$ cat src/rtl/alu_pkg.sv
// Shared ALU issue types and the operand-forming function used by the operand stage.
package alu_pkg;

  localparam int DATA_W = 32;

  typedef enum logic [3:0] {
    OP_ADD, OP_SUB, OP_AND, OP_OR, OP_XOR,
    OP_SLL, OP_SRL, OP_SRA, OP_SLT, OP_SLTU
  } alu_op_t;

  typedef enum logic [1:0] {
    IMM_REG, IMM_SEXT, IMM_ZEXT, IMM_LUI
  } imm_mode_t;

  typedef struct packed {
    alu_op_t           op;
    logic [DATA_W-1:0] opa;
    logic [DATA_W-1:0] opb;
  } alu_in_pkt_t;

  function automatic alu_in_pkt_t form_operands(
    input alu_op_t           op,
    input logic [DATA_W-1:0] rs_val,
    input logic [DATA_W-1:0] rt_val,
    input logic [15:0]       imm,
    input logic [4:0]        shamt,
    input logic              a_sel,
    input imm_mode_t         b_sel
  );
    alu_in_pkt_t p;
    p.op  = op;
    p.opa = a_sel ? {{(DATA_W-5){1'b0}}, shamt} : rs_val;
    case (b_sel)
      IMM_SEXT: p.opb = {{(DATA_W-16){imm[15]}}, imm};
      IMM_ZEXT: p.opb = {{(DATA_W-16){1'b0}}, imm};
      IMM_LUI:  p.opb = {imm, {(DATA_W-16){1'b0}}};
      default:  p.opb = rt_val;
    endcase
    return p;
  endfunction

endpackage

$ cat src/rtl/alu_operand_stage_if.sv
// Decode-to-stage and stage-to-ALU handshake bundle; slave is the operand stage.
interface alu_operand_stage_if;
  import alu_pkg::*;

  logic                     dec_valid;
  logic                     dec_ready;
  alu_op_t                  dec_op;
  logic [alu_pkg::DATA_W-1:0] dec_rs_val;
  logic [alu_pkg::DATA_W-1:0] dec_rt_val;
  logic [15:0]              dec_imm;
  logic [4:0]               dec_shamt;
  logic                     dec_a_sel;
  imm_mode_t                dec_b_sel;
  logic                     alu_in_valid;
  logic                     alu_in_ready;
  alu_in_pkt_t              alu_in_pkt;

  modport slave (
    input  dec_valid, dec_op, dec_rs_val, dec_rt_val, dec_imm, dec_shamt,
           dec_a_sel, dec_b_sel, alu_in_ready,
    output dec_ready, alu_in_valid, alu_in_pkt
  );

  modport master (
    output dec_valid, dec_op, dec_rs_val, dec_rt_val, dec_imm, dec_shamt,
           dec_a_sel, dec_b_sel, alu_in_ready,
    input  dec_ready, alu_in_valid, alu_in_pkt
  );

endinterface

$ cat src/rtl/alu_operand_fifo.sv
// DEPTH x alu_in_pkt_t FIFO, registered write, combinational head read; flush empties it next cycle.
// Push when full and pop when empty are ignored; flush discards any push/pop in the same cycle.
module alu_operand_fifo
  import alu_pkg::*;
#(
  parameter int DEPTH = 4
) (
  input  logic                       clk,
  input  logic                       resetn,
  input  logic                       flush_i,
  input  logic                       push_i,
  input  alu_in_pkt_t                wr_dat_i,
  input  logic                       pop_i,
  output alu_in_pkt_t                rd_dat_o,
  output logic                       full_o,
  output logic                       empty_o,
  output logic [$clog2(DEPTH):0]     count_o
);

  localparam int AW = $clog2(DEPTH);

  logic [AW:0] wr_ptr_q, wr_ptr_d;
  logic [AW:0] rd_ptr_q, rd_ptr_d;
  alu_in_pkt_t mem_q [DEPTH];
  logic        do_push, do_pop;

  // Extra pointer MSB distinguishes full from empty when the index bits match.
  assign full_o  = (wr_ptr_q[AW] != rd_ptr_q[AW]) && (wr_ptr_q[AW-1:0] == rd_ptr_q[AW-1:0]);
  assign empty_o = (wr_ptr_q == rd_ptr_q);
  assign count_o = wr_ptr_q - rd_ptr_q;
  assign rd_dat_o = mem_q[rd_ptr_q[AW-1:0]];

  assign do_push = push_i && !full_o && !flush_i;
  assign do_pop  = pop_i && !empty_o && !flush_i;

  always_comb begin
    wr_ptr_d = wr_ptr_q;
    rd_ptr_d = rd_ptr_q;
    if (flush_i) begin
      wr_ptr_d = '0;
      rd_ptr_d = '0;
    end else begin
      if (do_push) wr_ptr_d = wr_ptr_q + 1'b1;
      if (do_pop)  rd_ptr_d = rd_ptr_q + 1'b1;
    end
  end

  always_ff @(posedge clk or negedge resetn) begin
    if (!resetn) begin
      wr_ptr_q <= '0;
      rd_ptr_q <= '0;
    end else begin
      wr_ptr_q <= wr_ptr_d;
      rd_ptr_q <= rd_ptr_d;
    end
  end

  // Storage is cleared on reset so the head presents all-zero packets out of reset.
  always_ff @(posedge clk or negedge resetn) begin
    if (!resetn) begin
      for (int i = 0; i < DEPTH; i++) mem_q[i] <= '0;
    end else if (do_push) begin
      mem_q[wr_ptr_q[AW-1:0]] <= wr_dat_i;
    end
  end

endmodule

$ cat src/rtl/alu_operand_stage.sv
// ALU issue stage: forms operands and buffers packets in a DEPTH FIFO (1-cycle latency, decode stalls only when full).
// ALU_OPERAND_BYPASS_EN: an empty FIFO with a ready ALU forwards the formed packet in the same cycle.
module alu_operand_stage
  import alu_pkg::*;
#(
  parameter int DEPTH  = 4,
  parameter int DATA_W = alu_pkg::DATA_W
) (
  input  logic                     clk,
  input  logic                     resetn,
  input  logic                     flush,
  alu_operand_stage_if.slave       bus,
  output logic [$clog2(DEPTH):0]   occupancy
);

  logic [DATA_W-1:0] rs_val, rt_val;
  alu_in_pkt_t       formed_pkt, head_pkt;
  logic              full, empty, push, pop, bypass;

  assign rs_val = bus.dec_rs_val;
  assign rt_val = bus.dec_rt_val;

  assign formed_pkt = form_operands(bus.dec_op, rs_val, rt_val, bus.dec_imm,
                                    bus.dec_shamt, bus.dec_a_sel, bus.dec_b_sel);

  // No pass-through when full: a pop does not free a slot for the same cycle's push.
  assign bus.dec_ready = !full && !flush;
  assign push          = bus.dec_valid && bus.dec_ready;
  assign pop           = !empty && bus.alu_in_ready;

`ifdef ALU_OPERAND_BYPASS_EN
  assign bypass = empty && bus.dec_valid && bus.alu_in_ready && !flush && resetn;
`else
  assign bypass = 1'b0;
`endif

  assign bus.alu_in_valid = !empty || bypass;
  assign bus.alu_in_pkt   = bypass ? formed_pkt : head_pkt;

  alu_operand_fifo #(
    .DEPTH (DEPTH)
  ) u_fifo (
    .clk      (clk),
    .resetn   (resetn),
    .flush_i  (flush),
    .push_i   (push && !bypass),
    .wr_dat_i (formed_pkt),
    .pop_i    (pop),
    .rd_dat_o (head_pkt),
    .full_o   (full),
    .empty_o  (empty),
    .count_o  (occupancy)
  );

endmodule

$ cat src/flat_wrapper.sv
// flat-port wrapper written by rule: the top's interface ports become plain ports
module alu_operand_stage_flat import alu_pkg::*;
#(
  parameter int DEPTH  = 4,
  parameter int DATA_W = alu_pkg::DATA_W
)
  (clk, resetn, flush, occupancy, bus_dec_valid, bus_dec_op, bus_dec_rs_val, bus_dec_rt_val, bus_dec_imm, bus_dec_shamt, bus_dec_a_sel, bus_dec_b_sel, bus_alu_in_ready, bus_dec_ready, bus_alu_in_valid, bus_alu_in_pkt);
  alu_operand_stage_if bus_i ();
  input  logic clk;
  input  logic resetn;
  input  logic flush;
  output logic [$clog2(DEPTH):0] occupancy;
  input wire logic [$bits(bus_i.dec_valid)-1:0] bus_dec_valid;
  input wire logic [$bits(bus_i.dec_op)-1:0] bus_dec_op;
  input wire logic [$bits(bus_i.dec_rs_val)-1:0] bus_dec_rs_val;
  input wire logic [$bits(bus_i.dec_rt_val)-1:0] bus_dec_rt_val;
  input wire logic [$bits(bus_i.dec_imm)-1:0] bus_dec_imm;
  input wire logic [$bits(bus_i.dec_shamt)-1:0] bus_dec_shamt;
  input wire logic [$bits(bus_i.dec_a_sel)-1:0] bus_dec_a_sel;
  input wire logic [$bits(bus_i.dec_b_sel)-1:0] bus_dec_b_sel;
  input wire logic [$bits(bus_i.alu_in_ready)-1:0] bus_alu_in_ready;
  output wire logic [$bits(bus_i.dec_ready)-1:0] bus_dec_ready;
  output wire logic [$bits(bus_i.alu_in_valid)-1:0] bus_alu_in_valid;
  output wire logic [$bits(bus_i.alu_in_pkt)-1:0] bus_alu_in_pkt;
  assign bus_i.dec_valid = bus_dec_valid;
  assign bus_i.dec_op = bus_dec_op;
  assign bus_i.dec_rs_val = bus_dec_rs_val;
  assign bus_i.dec_rt_val = bus_dec_rt_val;
  assign bus_i.dec_imm = bus_dec_imm;
  assign bus_i.dec_shamt = bus_dec_shamt;
  assign bus_i.dec_a_sel = bus_dec_a_sel;
  assign bus_i.dec_b_sel = bus_dec_b_sel;
  assign bus_i.alu_in_ready = bus_alu_in_ready;
  assign bus_dec_ready = bus_i.dec_ready;
  assign bus_alu_in_valid = bus_i.alu_in_valid;
  assign bus_alu_in_pkt = bus_i.alu_in_pkt;
  alu_operand_stage #(.DEPTH(DEPTH), .DATA_W(DATA_W)) u_core (.clk(clk), .resetn(resetn), .flush(flush), .bus(bus_i), .occupancy(occupancy));
endmodule
$ cat config.mk
export PLATFORM = sky130hd
export DESIGN_NAME = alu_operand_stage_flat
export DESIGN_NICKNAME = d
export VERILOG_FILES = /design/src/rtl/alu_pkg.sv /design/src/rtl/alu_operand_stage_if.sv /design/src/rtl/alu_operand_fifo.sv /design/src/rtl/alu_operand_stage.sv /design/src/flat_wrapper.sv
export SDC_FILE = /design/constraint.sdc
export NUM_CORES = 1
export LEC_CHECK = 0
export CAP_MARGIN = 20
export CORE_ASPECT_RATIO = 1.1
export CORE_MARGIN = 2
export CORE_UTILIZATION = 45
export CTS_CLUSTER_SIZE = 30
export DETAILED_ROUTE_END_ITERATION = 10
export HOLD_SLACK_MARGIN = 0.02
export PLACE_DENSITY_LB_ADDON = 0.3
export SYNTH_ARGS = -nofsm -noshare
export SYNTH_HDL_FRONTEND = slang
export SYNTH_SLANG_ARGS = --single-unit
$ cat constraint.sdc
create_clock -name clk -period 2.9 [get_ports clk]
set_input_delay 0.58 -clock clk [delete_from_list [all_inputs] [get_ports clk]]
set_output_delay 0.58 -clock clk [all_outputs]
set_load 0.02 [all_outputs]
==> results by group <==
Finish
  • Final instance area: 16600 µm²
  • Fin nets: 1130
  • Area delta synth->final: 25.1%
  • Layout Cells excl Fill: 1416
  • Layout cells sized above 1: 0.396
  • ANT cells: 0
  • Final core utilization: 0.575

Logic synthesis
  • Cell taking the most area after synthesis: dfrtp_1
  • YS warnings: 0
  • Largest family of logic cells by synthesized area: multiplexers
  • Synth Area in XOR/XNOR: 0.00255
  • EDFF count, synth: 0
  • Share of flip-flops with an asynchronous set or reset: 1.00
  • Cell count after synthesis: 852
  • Syn_nets: between 900 and 1000
  • Post-synthesis mux area share: 0.379
  • Post-synth top flop: dfrtp_1
  • Share of the synthesized area in the top cell type: 0.525
  • Synthesized area per cell: around 16 µm²
  • Synthesized flop and latch total: 278
  • Simple-gate share of the synthesized area: 0.0238
  • Post-synth design cell area: 13300 µm²
  • Post-Synth Adder-Cell Area: 0.00812
  • Post-synth cell types: 36
  • Complex-gate fraction of the synthesized area: 0.0261
  • Register area share after synthesis: 0.525
  • Largest cells by area after synthesis: dfrtp_1, mux2_2, mux4_2

STA
  • Fin worst setup slack: 76.7 ps
  • Setup violators final: 0
  • WHS: 500 ps
  • Post-layout min period: 2820 ps
  • Worst slew margin: 0.525
  • Worst Tran Pin Value: 710 ps
  • Final critical-path share of the clock period: 0.974
  • F_max: 354 MHz
  • RSZ-0062 raised after global routing: false
  • Final hold vios: 0
  • Post-route clock skew: between 8 and 9 ps
  • Pins Over Slew Limit: 0
  • Total negative slack: 0 ps

Clock network
  • CTS Buffer Depth: 3
  • Root buf cell: clkbuf_16
  • Post-CTS Setup Bufs: 0
  • CTS Buf Count: 30
  • Worst-Skew Late Latency: 550 ps
  • CTS tree: built
  • Worst-path clk slew: 60 ps
  • H-Tree Depth: 1
  • Clk sink count: 278

Worst setup path
  • CP Cell Sequence: inv_1, ha_2, and2_1, a21oi_1, dlygate4sd2_1
  • Setup crit end kind: output pin
  • CP arrival: 2240 ps
  • Crit path required time: about 2300 ps
  • Slowest CP cell: dfrtp_1
  • WS Path Type: flip-flop to output pin
  • Worst path top cell family by delay: buffers and inverters
  • Worst path max stage delay: 420 ps
  • Crit path max fanout: 4
  • WP buf/inv: 2
  • Critical Path Source Type: flip-flop
  • Reg2reg setup slack: 520 ps

Place
  • HPWL Detailed: 18700 µm
  • IO Port Bufs: approximately 170
  • DP Cell Count: 1358
  • RD Place Congestion: between 0.7 and 0.8
  • Pre-CTS WS: 259 ps
  • Placed Area: 15500 µm²

Floorplan
  • Num rows: 65
  • Die height: 184 µm
  • Die area: 30900 µm²
  • I/O pins: 170
  • Die width: between 150 and 200 µm
  • Starting Density: 0.459
  • Core area: 28900 µm²

Route
  • Via density: roughly 5.4
  • Initial DRT Pass Iterations: 4
  • Final ANT Viol Nets: 0
  • WL final: 29500 µm
  • Vias: 7702
  • Drt wl/cell: 20.8 µm
  • DRC: 0
  • DRT iter0 DRCs: around 370

Power and ir drop
  • Power per cell area: 849 nW/µm²
  • Overall power: ~14 mW
  • Lkg Pwr: 7.55 nW
  • Max IR drop VDD: approximately 0.00046 V

Global routing
  • Gr usage total: 0.193
  • Largest net degree at the start of global routing: 76
  • Initial antenna violation count: 0
  • First-pass GRT wire length: 47200 µm
  • Grt ovf: 0
  • Vias in the first global route: 8410

Status
  • Outcome: finished, final reports clean

Hold path
  • Worst Hold Class: flip-flop to flip-flop

Flow run
  • # Max-Cap Violations: 0
-- path summary, 6_finish.rpt --
check,end,from,cells after the start
worst max-delay path,bus_dec_ready,u_core.u_fifo.wr_ptr_q[0],5
worst min register to register,u_core.u_fifo.mem_q[107],u_core.u_fifo.mem_q[107],1
max in group asynchronous,u_core.u_fifo.mem_q[234],resetn,3
worst min-delay path,u_core.u_fifo.mem_q[107],u_core.u_fifo.mem_q[107],1
min in group asynchronous,u_core.u_fifo.mem_q[2],resetn,2
worst max register to register,u_core.u_fifo.mem_q[257],u_core.u_fifo.wr_ptr_q[0],7
-- layer usage --
metal  up-vias  share of wire  wire length (µm)  track usage
met2       154           0.49             14500        0.325
li1       3464              -                 -            -
met4         0          0.018               517       0.0511
met3        40          0.038              1120       0.0267
met1      4044           0.45             13300        0.267
met5         -              0                 0            0
-- flip-flops by register name, indices dropped and copies added (netlist names) --
signal	count
u_core.u_fifo.mem_q	272
u_core.u_fifo.rd_ptr_q	3
u_core.u_fifo.wr_ptr_q	3
-- cells in the final DEF (no fill, tap or decap), types with 2 or more instances in the layout --
cell and count:
clkdlybuf4s50_1 96, buf_6 2, ha_1 6, o2111ai_1 2, buf_4 12, mux2_4 26, buf_12 13, inv_1 35
nand2b_1 7, a21oi_4 4, nor2_1 5, mux2i_1 45, bufinv_16 4, clkbuf_8 6, dfrtp_1 276, clkbuf_1 12
clkdlybuf4s15_1 3, xor2_2 2, clkbuf_16 33, nand2_1 4, a21oi_1 2, mux4_2 68, buf_16 2, a22oi_1 6
a22o_1 15, nand3b_1 4, dlygate4sd2_1 56, o2bb2ai_1 5, dfrtp_4 2, dlymetal6s2s_1 12, clkinv_2 2, mux2_2 236
nor2b_1 30
-- cells by family after synthesis --
| group | count (synthesis) |
|---|---|
| flip-flops | 278 |
| XOR/XNOR | 3 |
| AND/OR/NAND/NOR | 53 |
| adder cells (fa/ha/maj) | 8 |
| buffers and inverters | 95 |
| AO/OA/AOI/OAI | 40 |
| multiplexers | 375 |
-- Yosys cell counts, types with 2 or more instances --
cell,count
nand3b_1,4
buf_2,29
nor2b_1,30
xor2_1,2
dfrtp_1,278
a21oi_1,2
ha_1,7
nor2_1,5
buf_4,6
mux2_2,236
inv_1,35
nand2_1,4
o2bb2ai_1,5
a21oi_4,2
o2111ai_1,2
a22o_1,15
buf_1,2
mux2i_1,45
mux4_2,68
clkbuf_1,16
a21oi_2,2
nand2b_1,7
mux2_4,26
buf_6,7
a22oi_1,6
-- worst reg2reg max path: cells and delay by family (launching register included) --
kind                       cells  cell delay, ps
buffers and inverters          3             700
DFF                            1             420
muxes                          1             390
adders and majority gates      1             320
AOI/OAI and AO/OA              1             240
and+or+nand+nor                1             180
-- report_power, final --
part	internal (mW)	switching, mW	total [mW]
clock	2.46	1.51	3.97
sequential	5.06	0.597	5.65
combinational	2.48	1.97	4.46
total	10.0	4.08	14.1
-- layout make-up --
cell class | count | area [µm²]
clock buffer | 49 | 903
clock inverter | 6 | 130
fill | 2318 | 12300
inverter | 35 | 131
multi-input combinational | 479 | 5860
sequential | 278 | 6960
tap | 368 | 460
timing repair buffer | 201 | 2140
-- what timing repair did --
item	in CTS	in global routing
cloned	0	2
setup endpoints to repair	72	33
endpoints found under the hold margin	8	0
resized for setup	65	19
hold buffers	1	0
No activity file was read; power rests on OpenSTA's default activity.
